`src/rtl/key_conditioner.sv`:
```
// Push-button and slide-switch front end: synchronises raw inputs, debounces the
// button, and produces a clean enter level, press/release pulses, guess capture and a press count.
module key_conditioner #(
  parameter int DEBOUNCE_CYCLES = 50000,
  parameter int SYNC_STAGES     = 2,
  parameter int WIDTH           = 8
) (
  input  logic             clk,
  input  logic             reset,
  input  logic             i_key_n,
  input  logic [WIDTH-1:0] i_sw,
  output logic             o_enter,
  output logic             o_press,
  output logic             o_release,
  output logic [WIDTH-1:0] o_guess,
  output logic [7:0]       o_press_count,
  output logic [1:0]       dbg_state
);

  localparam int CW = $clog2(DEBOUNCE_CYCLES + 1);
  localparam logic [CW-1:0] CNT_LAST = CW'(DEBOUNCE_CYCLES - 1);

  typedef enum logic [1:0] {
    S_IDLE        = 2'd0,
    S_ARM_PRESS   = 2'd1,
    S_HELD        = 2'd2,
    S_ARM_RELEASE = 2'd3
  } state_t;

  state_t state, state_next;
  logic [CW-1:0] cnt, cnt_next;
  logic press_next, release_next;

  // Key chain carries the inverted button, so its reset value means "not pressed".
  logic [SYNC_STAGES-1:0] key_sync;
  logic [WIDTH-1:0]       sw_sync [SYNC_STAGES];
  logic                   key_s;
  logic [WIDTH-1:0]       sw_s;

  always_ff @(posedge clk or posedge reset) begin
    if (reset) begin
      key_sync <= '0;
      for (int i = 0; i < SYNC_STAGES; i++) sw_sync[i] <= '0;
    end else begin
      key_sync <= {key_sync[SYNC_STAGES-2:0], ~i_key_n};
      sw_sync[0] <= i_sw;
      for (int i = 1; i < SYNC_STAGES; i++) sw_sync[i] <= sw_sync[i-1];
    end
  end

  assign key_s = key_sync[SYNC_STAGES-1];
  assign sw_s  = sw_sync[SYNC_STAGES-1];

  always_comb begin
    state_next   = state;
    cnt_next     = cnt;
    press_next   = 1'b0;
    release_next = 1'b0;
    case (state)
      S_IDLE: begin
        if (key_s) begin
          state_next = S_ARM_PRESS;
          cnt_next   = CW'(1);
        end
      end
      S_ARM_PRESS: begin
        if (!key_s) begin
          state_next = S_IDLE;
        end else if (cnt == CNT_LAST) begin
          state_next = S_HELD;
          press_next = 1'b1;
        end else begin
          cnt_next = cnt + CW'(1);
        end
      end
      S_HELD: begin
        if (!key_s) begin
          state_next = S_ARM_RELEASE;
          cnt_next   = CW'(1);
        end
      end
      S_ARM_RELEASE: begin
        if (key_s) begin
          state_next = S_HELD;
        end else if (cnt == CNT_LAST) begin
          state_next   = S_IDLE;
          release_next = 1'b1;
        end else begin
          cnt_next = cnt + CW'(1);
        end
      end
      default: state_next = S_IDLE;
    endcase
  end

  always_ff @(posedge clk or posedge reset) begin
    if (reset) begin
      state         <= S_IDLE;
      cnt           <= '0;
      o_press       <= 1'b0;
      o_release     <= 1'b0;
      o_enter       <= 1'b0;
      o_guess       <= '0;
      o_press_count <= '0;
    end else begin
      state     <= state_next;
      cnt       <= cnt_next;
      o_press   <= press_next;
      o_release <= release_next;
      // Enter follows the debounced level: high in HELD and while a release is still unconfirmed.
      o_enter   <= (state_next == S_HELD) || (state_next == S_ARM_RELEASE);
      if (press_next) begin
        o_guess <= sw_s;
        if (o_press_count != 8'hFF) o_press_count <= o_press_count + 8'd1;
      end
    end
  end

  assign dbg_state = state;

endmodule
```
`config.mk`:
```
export PLATFORM = sky130hd
export DESIGN_NAME = key_conditioner
export DESIGN_NICKNAME = d
export VERILOG_FILES = /design/src/rtl/key_conditioner.sv
export SDC_FILE = /design/constraint.sdc
export NUM_CORES = 1
export LEC_CHECK = 0
export CAP_MARGIN = 20
export CORE_ASPECT_RATIO = 1.2
export CORE_MARGIN = 2
export CORE_UTILIZATION = 51
export CTS_CLUSTER_DIAMETER = 50
export DETAILED_ROUTE_END_ITERATION = 8
export GPL_ROUTABILITY_DRIVEN = 0
export PLACE_DENSITY_LB_ADDON = 0.05
export SLEW_MARGIN = 20
export SYNTH_ARGS = -nofsm -noshare
export SYNTH_HDL_FRONTEND = slang
export SYNTH_SLANG_ARGS = --single-unit
```
`constraint.sdc`:
```
create_clock -name clk -period 3.7 [get_ports clk]
set_clock_uncertainty 0.1 [all_clocks]
set_input_delay 0.74 -clock clk [delete_from_list [all_inputs] [get_ports clk]]
set_output_delay 0.74 -clock clk [all_outputs]
set_load 0.05 [all_outputs]
```
==> results.md, run 1 <==
- Outcome: complete, no violations
- Max IR drop VDD: 0.000221 V
- Initial DRC count: 96
- Post-synth EDFFs: 0
- Final wirelength: 3.98 mm
- Post-CTS setup buffers: 0
- Max Freq: 367 MHz
- Syn. warnings: 0
- Post-cts resize count: 0
- Die ar.: 4920 µm²
- Hold Buf Count CTS: 0
- Initial antenna violation count: 0
- IO Port Bufs: 31
- Vias per cell: 5.53
- Initial core utilization: 0.527
- Worst-path maximum fanout: 11
- Clk slew on worst S/H paths: 0.09 ns
- DR DRC count: 0
- CTS tree: done
- Multi-input logic area: 827 µm²
- Min setup slack post-route: 0.978 ns
- Syn_area_per_cell: 12.2 µm²
- Most frequent cells in the layout: dfrtp_1, clkdlybuf4s50_1, mux2_2
- RSZ-0062 raised after global routing: no
- Detailed Routing Iterations Pass 1: 4
- Pwr/cell area: 388 nW/µm²
- Root Buffer: clkbuf_8
- Crit-path cells: ha_1 -> nor4bb_1 -> nand4_1 -> nor2_2 -> mux2_2
- Area delta synth->final: 21.2%
- Post-Syn Nets: 196
- Sequential area share after synthesis: 0.606
- CP Launch Type: flop
- Mapped Area: 2230 µm²
- Min-Delay Path Class: flop to flop
- Most used DFF post-synth: dfrtp_1
- Clk_lat worst skew: 0.30 ns
- Final worst path period share: 0.736
- Max Cap Viol: 0
- Remaining global-route overflow: 0
- Crit path time final: 2.72 ns
- Seq. cell area: 1350 µm²
- Placed insts: 266
- Yosys reg bits: 54
- Post-placement setup slack: 0.965 ns
- WS Path Type: flop to flop
- Clock buffer depth: 2
- H-tree depth: 2
- Largest net degree at the start of global routing: 55
- CP required: 3.79 ns
- FP Rows: 26
- Layout Nets: 230
- Final setup TNS: 0 ns
- Final hold vios: 0
- Ports: 32
- Crit-path max cell delay: 0.54 ns
- Static Leak: 1.18 nW
- Vias in the first global route: 1555
- Dpl hpwl: 2.84 mm
- Post-synthesis async set-or-reset flop share: 1.00
- Die Height: 76.4 µm
- Cell variety after synth: 40
- Total number of vias: 1514
- Commonest non-fill, non-tap cell in the layout: dfrtp_1
- First-pass GRT wire length: 7.12 mm
- Worst slew margin: 0.420
- Least-Margin Pin Slew: 0.868 ns
- Die width: 64.3 µm
- Slowest-stage cell, CP: nor2_2
- Gr usage total: 0.187
- Final setup viols: 0
- Clock sinks: 54
- CP arrival: 2.81 ns
- Slew Viols, Final: 0
- N_diodes: 0
- Non-Filler Instances: 274
- Layout fillers: 337
- CP Capture Type: flop
- Post-route antenna net violation count: 0
- Drt wl/cell: 14.5 µm
- Cells after Synth: 183
- Core Footprint: 4230 µm²
- Share of layout cells above drive strength 1: 0.119
- CTS buffer count: 5
==> Yosys cell counts (2+ instances only) <==
cell type   n  area [µm²]
a21oi_1     2        10.0
a22o_1      4        35.0
and2_1      2        12.5
and4_1      3        26.3
buf_4       2        15.0
clkbuf_1    2        7.51
dfrtp_1    54        1350
ha_1        2        25.0
inv_1       6        22.5
mux2_2     13         146
nand2_1     9        33.8
nand2b_1    2        12.5
nand3_1    11        55.1
nand4_1     6        37.5
nor2_1      8        30.0
nor3_1      5        25.0
nor4_1      3        18.8
nor4bb_1    2        20.0
o21ai_0    12        60.1
o31ai_1     4        30.0
or3_1       2        12.5
or4_1       2        15.0
xnor2_1     2        17.5
xor2_1      9        78.8
==> critical path: cells and delay by family, from the launching register on <==
| family | cells | cell delay (ns) |
|---|---|---|
| adder cells (fa/ha/maj) | 1 | 0.30 |
| multiplexers | 1 | 0.39 |
| flip-flops | 1 | 0.43 |
| AND/OR/NAND/NOR | 3 | 1.39 |
==> kinds of logic (layout without fill, tap and decap cells) <==
logic type / after synthesis / after routing / synth area share
AO/OA/AOI/OAI: 25 / 25 / 0.0719
buffers and inverters: 11 / 46 / 0.0225
flip-flops: 54 / 54 / 0.606
multiplexers: 14 / 14 / 0.0702
adder cells (fa/ha/maj): 2 / 2 / 0.0112
XOR/XNOR: 11 / 11 / 0.0432
AND/OR/NAND/NOR: 66 / 66 / 0.175
==> worst paths after layout <==
check	start	slack (ns)	cells after the start	end
worst min register to register	sw_sync[8]	0.25	0	sw_s[0]
worst max-delay path	cnt[0]	0.98	5	o_guess[7]
worst max register to register	cnt[0]	0.98	5	o_guess[7]
max in group asynchronous	reset	2.18	2	o_release
min in group asynchronous	reset	0.81	2	sw_s[5]
worst min-delay path	sw_sync[8]	0.25	0	sw_s[0]
==> per-layer routing <==
layer / vias to the layer above / track usage / share of wire
li1: 729 / - / -
met1: 749 / 0.227 / 0.42
met2: 26 / 0.316 / 0.52
met3: 10 / 0.0517 / 0.038
met4: 0 / 0.0723 / 0.023
met5: - / 0 / 0
==> area by class of cell <==
cell class	instances	area share
sequential	54	0.500
clock inverter	2	0.0139
clock buffer	6	0.0269
inverter	6	0.00880
tap	56	0.0259
timing repair buffer	32	0.118
multi-input combinational	118	0.306
==> flip-flops by register name, summed over array words and instances, names as in the netlist <==
register       count
cnt               16
o_guess            8
o_press_count      8
sw_s               8
sw_sync            8
key_sync           2
dbg_state          1
o_enter            1
o_press            1
o_release          1
==> through the flow <==
| step | cell area (µm²) | hold slack [ns] | utilization | power (W) |
|---|---|---|---|---|
| 5_1_grt | 2700 | 0.266 | 0.638 | 0.00110 |
| 2_1_floorplan | 2230 | 0.231 | - | 0.000657 |
| 3_3_place_gp | 2590 | 0.233 | 0.612 | 0.000678 |
| 3_5_place_dp | 2590 | 0.237 | 0.612 | 0.000681 |
| 4_1_cts | 2700 | 0.258 | 0.638 | 0.00106 |
| 6_report | 2700 | 0.252 | 0.638 | 0.00105 |
==> power by group <==
group	internal [W]	total, W	switching (W)
registers	0.000605	0.000618	0.0000129
logic	0.0000214	0.0000501	0.0000287
clock network	0.000202	0.000379	0.000178
Power figures use the tool's default switching activity.
==> inputs of run 2 (changes only) <==
--- a/config.mk
+++ b/config.mk
@@ -8,7 +8,7 @@
 export CAP_MARGIN = 20
 export CORE_ASPECT_RATIO = 1.2
 export CORE_MARGIN = 2
-export CORE_UTILIZATION = 51
+export CORE_UTILIZATION = 48
 export CTS_CLUSTER_DIAMETER = 50
 export DETAILED_ROUTE_END_ITERATION = 8
 export GPL_ROUTABILITY_DRIVEN = 0
==> constraint.sdc (replaced) <==
create_clock -name clk -period 2.5 [get_ports clk]
set_clock_uncertainty 0.1 [all_clocks]
set_input_delay 0.5 -clock clk [delete_from_list [all_inputs] [get_ports clk]]
set_output_delay 0.5 -clock clk [all_outputs]
set_load 0.05 [all_outputs]
==> results.md, run 2 (same netlist as run 1, synthesis figures left out) <==
- Final hold vios: 0
- Vias per cell: 5.50
- Sw Share: 0.218
- Clk_lat worst skew: 0.30 ns
- Initial core utilization: 0.492
- Post-cts resize count: 0
- Gr usage total: 0.181
- Final worst path period share: 0.933
- Met2 Use GR: 0.295
- Comb pwr share: 0.052
- Int Pwr: 0.00123 W
- Pwr/cell area: 572 nW/µm²
- Slowest-stage cell, CP: clkdlybuf4s50_1
- Clk slew on worst S/H paths: 0.10 ns
- Post-placement setup slack: 0.314 ns
- Crit-path cells: clkdlybuf4s50_1
- Max FFs per register: 16
- Drt wl/cell: 14.8 µm
- CP Launch Type: flop
- Largest net degree at the start of global routing: 32
- Max Freq: 429 MHz
- Vias in the first global route: 1591
- Remaining global-route overflow: 0
- Slew Viols, Final: 0
- Die width: 66.2 µm
- Final instance area: 2750 µm²
- Root Buffer: clkbuf_8
- Post-route antenna net violation count: 0
- Static Leak: 1.21 nW
- Min-Delay Path Class: flop to flop
- WS Path Type: flop to primary output
- First-pass GRT wire length: 7.23 mm
- Buffers & Inverters on Critical Path: 1
- Total number of vias: 1550
- Die ar.: 5210 µm²
- Met3 Use GR: 0.0372
- Worst-path maximum fanout: 10
- Commonest non-fill, non-tap cell in the layout: dfrtp_1
- IO Port Bufs: 31
- Most frequent cells in the layout: dfrtp_1, clkdlybuf4s50_1, mux2_2
- DR DRC count: 0
- H-tree depth: 2
- Clock power share: 0.366
- GRT busiest layer: met2
- Least-Margin Pin Slew: 0.809 ns
- Max Cap Viol: 0
- Hold Buf Count CTS: 0
- CTS tree: done
- Core Footprint: 4530 µm²
- RSZ-0062 raised after global routing: no
- Top delay family on crit path: buffers and inverters
- N_diodes: 0
- Sequential share of power: 0.581
- Dpl hpwl: 3.11 mm
- Detailed Routing Iterations Pass 1: 4
- Clock buffer depth: 2
- Most flop-heavy register: cnt
- Share of layout cells above drive strength 1: 0.147
- Initial antenna violation count: 0
- Die Height: 78.6 µm
- Area delta synth->final: 23.4%
- Crit path time final: 2.33 ns
- Placed insts: 274
- CTS buffer count: 5
- Non-Filler Instances: 282
- Post-CTS setup buffers: 0
- CP Capture Type: primary output
- Layout fillers: 371
- Layout Nets: 236
- Final wirelength: 4.16 mm
- Outcome: complete, no violations
- Max IR drop VDD: 0.000305 V
- Met1 Track Usage GR: 0.228
- Worst slew margin: 0.457
- Initial DRC count: 109
- Area after DPL: 2640 µm²
- Ports: 32
- Total chip power: 0.00157 W
- Final setup TNS: 0 ns
- CP arrival: 1.73 ns
- FP Rows: 27
- Min setup slack post-route: 0.167 ns
- Clock sinks: 54
- CP required: 1.90 ns
- NetSw: 0.000343 W
- Crit-path max cell delay: 0.87 ns
- Final setup viols: 0
run 2: area by class of cell:
class,instances,area (µm²),area share
Timing Repair Buffer,38,363,0.132
Tap cell,58,72.6,0.0264
Multi-Input combinational cell,118,827,0.301
Sequential cell,54,1350,0.491
Inverter,6,22.5,0.00819
Clock buffer,5,68.8,0.0250
Clock inverter,3,45.0,0.0164
run 2: final timing paths:
| path | cells after the start | startpoint | end | slack (ns) |
|---|---|---|---|---|
| max | 1 | dbg_state[0] | dbg_state[0] | 0.17 |
| min | 0 | sw_sync[12] | sw_s[4] | 0.26 |
| max reg2reg | 6 | cnt[0] | o_press_count[6] | 0.26 |
| min reg2reg | 0 | sw_sync[12] | sw_s[4] | 0.26 |
| max in group asynchronous | 3 | reset | o_press_count[4] | 1.17 |
| min in group asynchronous | 2 | reset | o_guess[7] | 0.50 |
run 2: metal layers:
metal	vias to the layer above	part of all wire	wire, µm
li1	739	-	-
met1	767	0.43	1790
met2	36	0.51	2110
met3	8	0.044	182
met4	0	0.018	74
met5	-	0	0
run 2: power by group through the flow:
stage | logic, W | registers (W) | clock network, W
2_1_floorplan | 0.0000444 | 0.000928 | 0
3_3_place_gp | 0.0000818 | 0.000930 | 0
3_5_place_dp | 0.0000833 | 0.000932 | 0
4_1_cts | 0.0000839 | 0.000915 | 0.000592
5_1_grt | 0.0000922 | 0.000919 | 0.000630
6_report | 0.0000824 | 0.000914 | 0.000576
run 2: per-stage QoR:
| stage | util | hold slack [ns] |
|---|---|---|
| after global placement | 0.582 | 0.232 |
| after CTS | 0.608 | 0.260 |
| after global routing | 0.608 | 0.264 |
| after floorplan | - | 0.231 |
| final | 0.608 | 0.256 |
| after detailed placement | 0.582 | 0.238 |
==> inputs of run 3 (changes only) <==
--- a/config.mk
+++ b/config.mk
@@ -5,6 +5,7 @@
 export SDC_FILE = /design/constraint.sdc
 export NUM_CORES = 1
 export LEC_CHECK = 0
+export ABC_CLOCK_PERIOD_IN_PS = 2500
 export CAP_MARGIN = 20
 export CORE_ASPECT_RATIO = 1.2
 export CORE_MARGIN = 2
==> results of run 3 <==
Final layout, timing and power as in run 2 (identical DEF).
